==> src/rtl/traffic_pkg.sv <==
// Shared definitions for the two-road traffic light interface: light codes,
// phase encoding and the monitor's error vector.
package traffic_pkg;

  localparam logic [1:0] GREEN   = 2'b00;
  localparam logic [1:0] YELLOW  = 2'b01;
  localparam logic [1:0] RED     = 2'b10;
  localparam logic [1:0] ILLEGAL = 2'b11;

  typedef enum logic [1:0] {
    P0 = 2'd0,  // A green,  B red
    P1 = 2'd1,  // A yellow, B red
    P2 = 2'd2,  // A red,    B green
    P3 = 2'd3   // A red,    B yellow
  } phase_t;

  typedef struct packed {
    logic pair;
    logic conflict;
    logic seq;
    logic yellow;
    logic sensor;
  } err_t;

  function automatic phase_t next_phase(input phase_t p);
    return phase_t'(2'(p + 2'd1));
  endfunction

  function automatic logic is_yellow(input phase_t p);
    return (p == P1) || (p == P3);
  endfunction

endpackage

==> src/rtl/traffic_light_monitor_decoder.sv <==
// Combinational decode of the la/lb light pair into a phase, a legality flag
// and a conflict flag (no illegal code, yet neither road shows red).
module light_pair_decoder
  import traffic_pkg::*;
(
  input  logic [1:0] la,
  input  logic [1:0] lb,
  output phase_t     phase,
  output logic       valid,
  output logic       conflict
);

  always_comb begin
    phase = P0;
    valid = 1'b0;
    case ({la, lb})
      {GREEN,  RED   }: begin phase = P0; valid = 1'b1; end
      {YELLOW, RED   }: begin phase = P1; valid = 1'b1; end
      {RED,    GREEN }: begin phase = P2; valid = 1'b1; end
      {RED,    YELLOW}: begin phase = P3; valid = 1'b1; end
      default:          begin phase = P0; valid = 1'b0; end
    endcase
  end

  assign conflict = (la != ILLEGAL) && (lb != ILLEGAL) &&
                    (la != RED)     && (lb != RED);

endmodule

==> src/rtl/traffic_light_monitor.sv <==
// Runtime safety checker for the traffic light controller: tracks phase,
// dwell and completed cycles, and flags illegal pairs, sequencing, yellow
// dwell and sensor-response violations with a sticky fault.
module traffic_light_monitor
  import traffic_pkg::*;
#(
  parameter int YELLOW_CYCLES = 1,
  parameter int DWELL_W       = 8,
  parameter int CNT_W         = 16,
  parameter bit CHECK_SENSORS = 1'b1
) (
  input  logic               clk,
  input  logic               reset,
  input  logic [1:0]         la,
  input  logic [1:0]         lb,
  input  logic               ta,
  input  logic               tb,
  output logic [1:0]         phase,
  output logic               phase_valid,
  output logic [DWELL_W-1:0] dwell,
  output logic [CNT_W-1:0]   cycle_count,
  output logic               err_pair,
  output logic               err_conflict,
  output logic               err_seq,
  output logic               err_yellow,
  output logic               err_sensor,
  output logic               fault
);

  function automatic logic [DWELL_W-1:0] sat_inc(input logic [DWELL_W-1:0] d);
    return (&d) ? d : d + DWELL_W'(1);
  endfunction

  function automatic logic [CNT_W-1:0] wrap_inc(input logic [CNT_W-1:0] c);
    return c + CNT_W'(1);
  endfunction

  // stage p0: decode of the incoming sample
  phase_t cur_phase_p0;
  logic   cur_vld_p0;
  logic   conflict_p0;

  light_pair_decoder u_dec (
    .la       (la),
    .lb       (lb),
    .phase    (cur_phase_p0),
    .valid    (cur_vld_p0),
    .conflict (conflict_p0)
  );

  // stage p1: registered sample state; vld_p1 doubles as the "previous sample valid" flag
  phase_t             phase_p1;
  logic               vld_p1;
  logic [DWELL_W-1:0] dwell_p1;
  logic [CNT_W-1:0]   cnt_p1;
  logic               ta_p1;
  logic               tb_p1;
  err_t               err_p1;
  logic               fault_p1;

  phase_t             phase_n;
  logic               vld_n;
  logic [DWELL_W-1:0] dwell_n;
  logic [CNT_W-1:0]   cnt_n;
  err_t               err_n;
  logic               fault_n;
  logic               dwell_at_yc;
  logic               dwell_below_yc;

  assign dwell_at_yc    = (int'(dwell_p1) == YELLOW_CYCLES);
  assign dwell_below_yc = (int'(dwell_p1) <  YELLOW_CYCLES);

  always_ff @(posedge clk) begin
    if (reset) begin
      phase_p1 <= P0;
      vld_p1   <= 1'b0;
      dwell_p1 <= '0;
      cnt_p1   <= '0;
      ta_p1    <= 1'b0;
      tb_p1    <= 1'b0;
      err_p1   <= '0;
      fault_p1 <= 1'b0;
    end else begin
      phase_p1 <= phase_n;
      vld_p1   <= vld_n;
      dwell_p1 <= dwell_n;
      cnt_p1   <= cnt_n;
      ta_p1    <= ta;
      tb_p1    <= tb;
      err_p1   <= err_n;
      fault_p1 <= fault_n;
    end
  end

  always_comb begin
    phase_n = phase_p1;
    vld_n   = 1'b0;
    dwell_n = '0;
    cnt_n   = cnt_p1;
    err_n   = '0;
    if (!cur_vld_p0) begin
      // invalid pair: phase holds, history is dropped so the next valid sample is a baseline
      err_n.pair     = 1'b1;
      err_n.conflict = conflict_p0;
    end else begin
      vld_n   = 1'b1;
      phase_n = cur_phase_p0;
      dwell_n = DWELL_W'(1);
      if (vld_p1) begin
        if (cur_phase_p0 == phase_p1) begin
          dwell_n      = sat_inc(dwell_p1);
          // flag only the sample that overstays, not every sample after it
          err_n.yellow = is_yellow(phase_p1) && dwell_at_yc;
          err_n.sensor = CHECK_SENSORS &&
                         (((phase_p1 == P0) && !ta_p1) ||
                          ((phase_p1 == P2) && !tb_p1));
        end else if (cur_phase_p0 == next_phase(phase_p1)) begin
          err_n.yellow = is_yellow(phase_p1) && dwell_below_yc;
          if (phase_p1 == P3) cnt_n = wrap_inc(cnt_p1);
        end else begin
          err_n.seq = 1'b1;
        end
      end
    end
    fault_n = fault_p1 | (|err_n);
  end

  always_comb begin
    phase        = phase_p1;
    phase_valid  = vld_p1;
    dwell        = dwell_p1;
    cycle_count  = cnt_p1;
    err_pair     = err_p1.pair;
    err_conflict = err_p1.conflict;
    err_seq      = err_p1.seq;
    err_yellow   = err_p1.yellow;
    err_sensor   = err_p1.sensor;
    fault        = fault_p1;
  end

endmodule
==> config.mk <==
export PLATFORM = sky130hd
export DESIGN_NAME = traffic_light_monitor
export DESIGN_NICKNAME = d
export VERILOG_FILES = /design/src/rtl/traffic_pkg.sv /design/src/rtl/traffic_light_monitor_decoder.sv /design/src/rtl/traffic_light_monitor.sv
export SDC_FILE = /design/constraint.sdc
export NUM_CORES = 1
export LEC_CHECK = 0
export BUFFER_PORTS_ARGS = -buffer_cell sky130_fd_sc_hd__buf_2
export CORE_UTILIZATION = 30
export CTS_CLUSTER_SIZE = 28
export DETAILED_ROUTE_END_ITERATION = 8
export SLEW_MARGIN = 20
export SYNTH_ARGS = -nofsm -noshare
export SYNTH_HDL_FRONTEND = slang
export SYNTH_HIERARCHICAL = 1
export SYNTH_SLANG_ARGS = --single-unit
export TNS_END_PERCENT = 30
==> constraint.sdc <==
create_clock -name clk -period 2.9 [get_ports clk]
set_input_delay 0.29 -clock clk [delete_from_list [all_inputs] [get_ports clk]]
set_output_delay 0.29 -clock clk [all_outputs]
set_load 0.005 [all_outputs]
## After elaboration in Yosys (flattened, before gate mapping)

Index checks and enable logic that the tools add are counted.

| word-level totals | value |
|---|---|
| flip-flop bits (word level) | 35 |
| bits of input ports | 8 |
| output and inout bits | 33 |
| logic and storage cells | 68 |

| operators by class | value |
|---|---|
| add/subtract/negate cells | 3 |
| $lt $le $gt $ge | 1 |
| equality and inequality tests | 15 |
| muxes and demuxes | 14 |
| bitwise logic cells | 4 |
| reduce and logical (&&, ||, !) cells | 18 |

Operators with widths:

| operator | count |
|---|---|
| $add A16 B1 Y16 const B | 1 |
| $mux W1 | 10 |
| $add A8 B1 Y8 const B | 1 |
| $eq A4 B4 Y1 const B | 2 |
| $eq A8 B2 Y1 const B | 1 |
| $lt A8 B1 Y1 const B | 1 |
| $ne A2 B2 Y1 const B | 4 |
| $reduce_and A8 Y1 | 1 |
| $reduce_or A4 Y1 | 2 |
| $logic_and A1 B1 Y1 | 7 |
| $mux W3 | 2 |
| $pmux W2 S3 | 1 |
| $reduce_and A5 Y1 | 1 |
| $reduce_or A5 Y1 | 1 |
| $eq A2 B2 Y1 | 2 |
| $eq A2 B2 Y1 const B | 2 |
| $eq A4 B2 Y1 const B | 1 |
| $eq A4 B3 Y1 const B | 1 |
| $ne A3 B3 Y1 const B | 1 |
| $not A1 Y1 | 3 |
| $add A2 B1 Y2 const B | 1 |
| $eq A2 B1 Y1 const B | 1 |
| $logic_not A1 Y1 | 2 |
| $logic_not A2 Y1 | 1 |
| other kinds (4) | 5 |

## Logic depth before layout (Yosys ltp)

| logic depth | value |
|---|---|
| depth after elaboration | 9 |
| mapped depth | 9 |
| depth with buffers taken out | 7 |

## Cells and area by module

The synthesis kept the hierarchy.

By module, submodules not included:

| module | instances | cells each | area an instance (um^2) | sequential area each (um^2) |
|---|---|---|---|---|
| traffic_light_monitor | 1 | 189 | 1676.6 | 700.7 |
| light_pair_decoder | 1 | 6 | 56.3 | 0.0 |

## Worst setup path before layout

OpenSTA, ideal clock, no wires.

| timing | value |
|---|---|
| path kind | input-to-reg |
| start | in la[0] |
| end | reg cnt_p1[7], in the netlist cycle_count[7] |
| setup time | 132 ps |
| data arrival time | 2080 ps |
| required time | 2768 ps |
| path slack | 688 ps |
| stages | 9 |
| path buffers | 3 |
| cell sequence | nor3b_4 or2_1 clkbuf_1 nand3_1 or3_1 clkbuf_2 buf_2 o41ai_1 a21oi_1 |

| on the way | value |
|---|---|
| elaborated cells between the ends (all ways) | 11 |
| classes of those cells | eq/ne: 6; mux: 2; bitwise: 1; reduce/logical: 2 |

RTL lines:

| what | RTL line | text |
|---|---|---|
| start: declaration | traffic_light_monitor.sv:14 | `input logic [1:0] la,` |
| $eq A4 B2 Y1, or another cell as far along | traffic_light_monitor_decoder.sv:16 | `case ({la, lb})` |
| $reduce_or A4 Y1 (no source line) * | -- |  |
| $mux W1 * | traffic_light_monitor_decoder.sv:16 |  |
| via cur_vld_p0 | traffic_light_monitor.sv:40 | `logic cur_vld_p0;` |
| $reduce_and A5 Y1 (no source line) * | -- |  |
| end signal: assignment | traffic_light_monitor.sv:87 | `cnt_p1 <= cnt_n;` |
| end: declaration | traffic_light_monitor.sv:55 | `logic [CNT_W-1:0] cnt_p1;` |

Mark *: on every way through the listed nets, which the timed path passes. The rest lies on a longest branch.
A chain may end at the register's enable or synchronous reset.

## Final worst setup path

| timing | value |
|---|---|
| start | reg phase_p1[0], in the netlist phase[0] |
| end | reg cnt_p1[15], in the netlist cycle_count[15] |

| on the way | value |
|---|---|
| longest elaborated chain between the ends | 3 |
| elaborated cells between the ends (all ways) | 6 |
| classes of those cells | add/sub: 1; eq/ne: 3; bitwise: 1; reduce/logical: 1 |

RTL lines:

| what | RTL line | text |
|---|---|---|
| start: declaration | traffic_light_monitor.sv:52 | `phase_t phase_p1;` |
| start signal: assignment | traffic_light_monitor.sv:84 | `phase_p1 <= phase_n;` |
| $add A2 B1 Y2 or $eq A2 B2 Y1 (tied branches) | traffic_pkg.sv:26, traffic_light_monitor.sv:110 |  |
| $eq A2 B2 Y1 or $not A1 Y1 (tied branches) | -- |  |
| $reduce_and A5 Y1 (no source line) * | -- |  |

Mark *: on every way between the ends. The rest lies on a longest branch, timed or not.

==> results_dict.tcl <==
set metrics [dict create \
    cts_buffer_depth 2 \
    final.setup_skew_ns 0.006454 \
    place_inst 302 \
    power_density_nw_per_um2 426.9 \
    setup_tns_ns 0 \
    grt_overflow 0 \
    p_comb_frac 0.054 \
    final_layout_size_suffix_gt1_frac 0.2437 \
    regArea_um2 700.7 \
    critical_path_class "flop to flop" \
    fmax_mhz 410.2 \
    nets 253 \
    power_frac_seq 0.551 \
    startpoint_type "flop" \
    hold_ws_ns 0.2130 \
    firstDrtPassIters 4 \
    multi_input_area_um2 973.4 \
    vdd_drop_max_uv 191.8 \
    ys.flop_type "dfxtp_1" \
    leakage_nw 0.8061 \
    clk_pin_slew_worst_paths_ns 0.07 \
    wire_per_inst_um 12.83 \
    synth_xor_area_frac 0.04549 \
    antenna_found_initial 0 \
    synth_edf_count 0 \
    first_global_vias 1433 \
    ctsHoldBuffers 0 \
    synth-compound-area-share 0.1430 \
    yosysUniqueCellTypes 42 \
    fp.coreArea_um2 5540 \
    timing.slew.headroom 0.5458 \
    synth_adder_area_share 0.05776 \
    crit_arrival_ns 2.65 \
    pin_count 41 \
    dp_worst_setup_slack_ns 0.3435 \
    grt_pass1_wl_um 6893 \
    period_share 0.8407 \
    fillCellCount 592 \
    initial_core_util 0.3128 \
    reg2regPathDepth 6 \
    cts_setup_buffers 0 \
    yosys_warnings 6 \
    fin_crit_ns 2.438 \
    clk_root_buffer_cell "clkbuf_8" \
    grt_max_degree 26 \
    total_power_uw 892.5 \
    yosysTopAreaCell "dfxtp_1" \
    h-tree-depth 2 \
    synth_top_area_share 0.4043 \
    path_max_fanout 18 \
    outcome "finished, final reports clean" \
    cts_tree "done" \
    vias 1562 \
    yosys.cell_count.top_type "dfxtp_1" \
    synth_area_leaders "dfxtp_1, ha_1, a21oi_1" \
    syn_area_um2 1733 \
    drt_wl_total_um 3976 \
    areaGrowthSynthToFinish_pct 20.65 \
    worst_slew_pin_slew_ns 0.6761 \
    rsz0062_at_grt "no" \
    fin_cells 310 \
    place_congestion 0.7349 \
    vias_per_cell 5.039 \
    place_hpwl_um 2885 \
    synth_nets 211 \
    synthCells 195 \
    cts_sinks 35 \
    fp.dieW_um 78 \
    synth_top_family_by_area "simple AND/OR/NAND/NOR gates" \
    synth-simple-area-share 0.2910 \
    drc_errors 0 \
    async_flop_share 0 \
    synth_seq_area_share 0.4043 \
    drv_slew 0 \
    synthMuxAreaShare 0.02455 \
    antenna_cells 0 \
    min_path_cells 2 \
    ys_ff_latch 35 \
    cp.required_ns 3.12 \
    drtIter0Drc 64 \
    p_clk_frac 0.395 \
    post_cts_resize_count 0 \
    p_switching_uw 217.7 \
    netlist_top_cells_count "dfxtp_1, nor2_1, a21oi_1, nand2_1" \
    core.rowCount 27 \
    cts_buffers 5 \
    grt_usage 0.1446 \
    min_path_type "primary input to flop" \
    ant_nets 0 \
    avgSynthCellArea_um2 8.887 \
    worst_slack_ns 0.4621 \
    die_h_um 78 \
    p_int_uw 674.8 \
    clock_latency_ns 0.29 \
    hold_violations 0 \
    finalSetupViolations 0 \
    switching_share 0.2439 \
    drv_cap 0 \
    cp-end-kind "flop" \
    io_buffers 40 \
    dieArea_um2 6084 \
]
## metrics by stage
step | area [µm²] | util
2_1_floorplan | 1733 | -
3_3_place_gp | 2006 | 0.3620
3_5_place_dp | 2006 | 0.3620
4_1_cts | 2091 | 0.3774
5_1_grt | 2091 | 0.3774
6_report | 2091 | 0.3774
## final cells by class
cell class | count | area share
inverter | 9 | 0.01616
sequential | 35 | 0.3351
tap | 72 | 0.04309
timing repair buffer | 41 | 0.09934
multi-input combinational | 145 | 0.4656
clock buffer | 6 | 0.03471
clock inverter | 2 | 0.005984
## sequential cells by signal, indices dropped and copies added (netlist names)
register      count
cycle_count      16
dwell             8
phase             2
err_conflict      1
err_pair          1
err_sensor        1
err_seq           1
err_yellow        1
fault             1
phase_valid       1
ta_p1             1
tb_p1             1
## layout by cell type (no fill, tap or decap), types with 5 or more instances in the layout
cell      count
a21oi_1      15
nor2_1       17
clkbuf_8      5
buf_2        40
nand4_1       9
nor3_1        8
or4b_1        5
nand3_1       9
inv_1         9
nand2_1      12
ha_1          8
xnor2_1       7
dfxtp_1      35
o41ai_1       7
## per-layer routing
metal,vias to the layer above,track usage,wire length (µm)
met4,0,0.05926,62
met3,5,0.04706,179
met2,32,0.2097,1743
li1,804,-,-
met1,721,0.1953,1991
met5,-,0,0
## critical path, cell delays in order, from the launching register on
cell and delay (ns):
dfxtp_1 0.44, inv_1 0.09, ha_1 0.31, xor2_1 0.21, or3_1 0.61, or4b_1 0.55
a21oi_1 0.15
## kinds of logic after synthesis
group                    after synthesis
AND/OR/NAND/NOR                       87
XOR/XNOR                               9
adder cells (fa/ha/maj)                8
AO/OA/AOI/OAI                         37
buffers and inverters                 15
multiplexers                           4
flip-flops                            35
## power groups by stage
stage	clock network, mW	logic, mW	registers, mW
2_1_floorplan	0	0.0296	0.502
3_3_place_gp	0	0.0476	0.503
3_5_place_dp	0	0.0485	0.503
4_1_cts	0.360	0.0487	0.492
5_1_grt	0.392	0.0543	0.492
6_report	0.353	0.0480	0.492
## path summary, 6_finish.rpt
path | end | slack, ns | startpoint
max reg2reg | cycle_count[15] | 0.46 | phase[0]
min | ta_p1 | 0.21 | ta
min reg2reg | cycle_count[15] | 0.49 | cycle_count[15]
max | cycle_count[15] | 0.46 | phase[0]
Note: power is estimated with default switching activity, not from simulation.
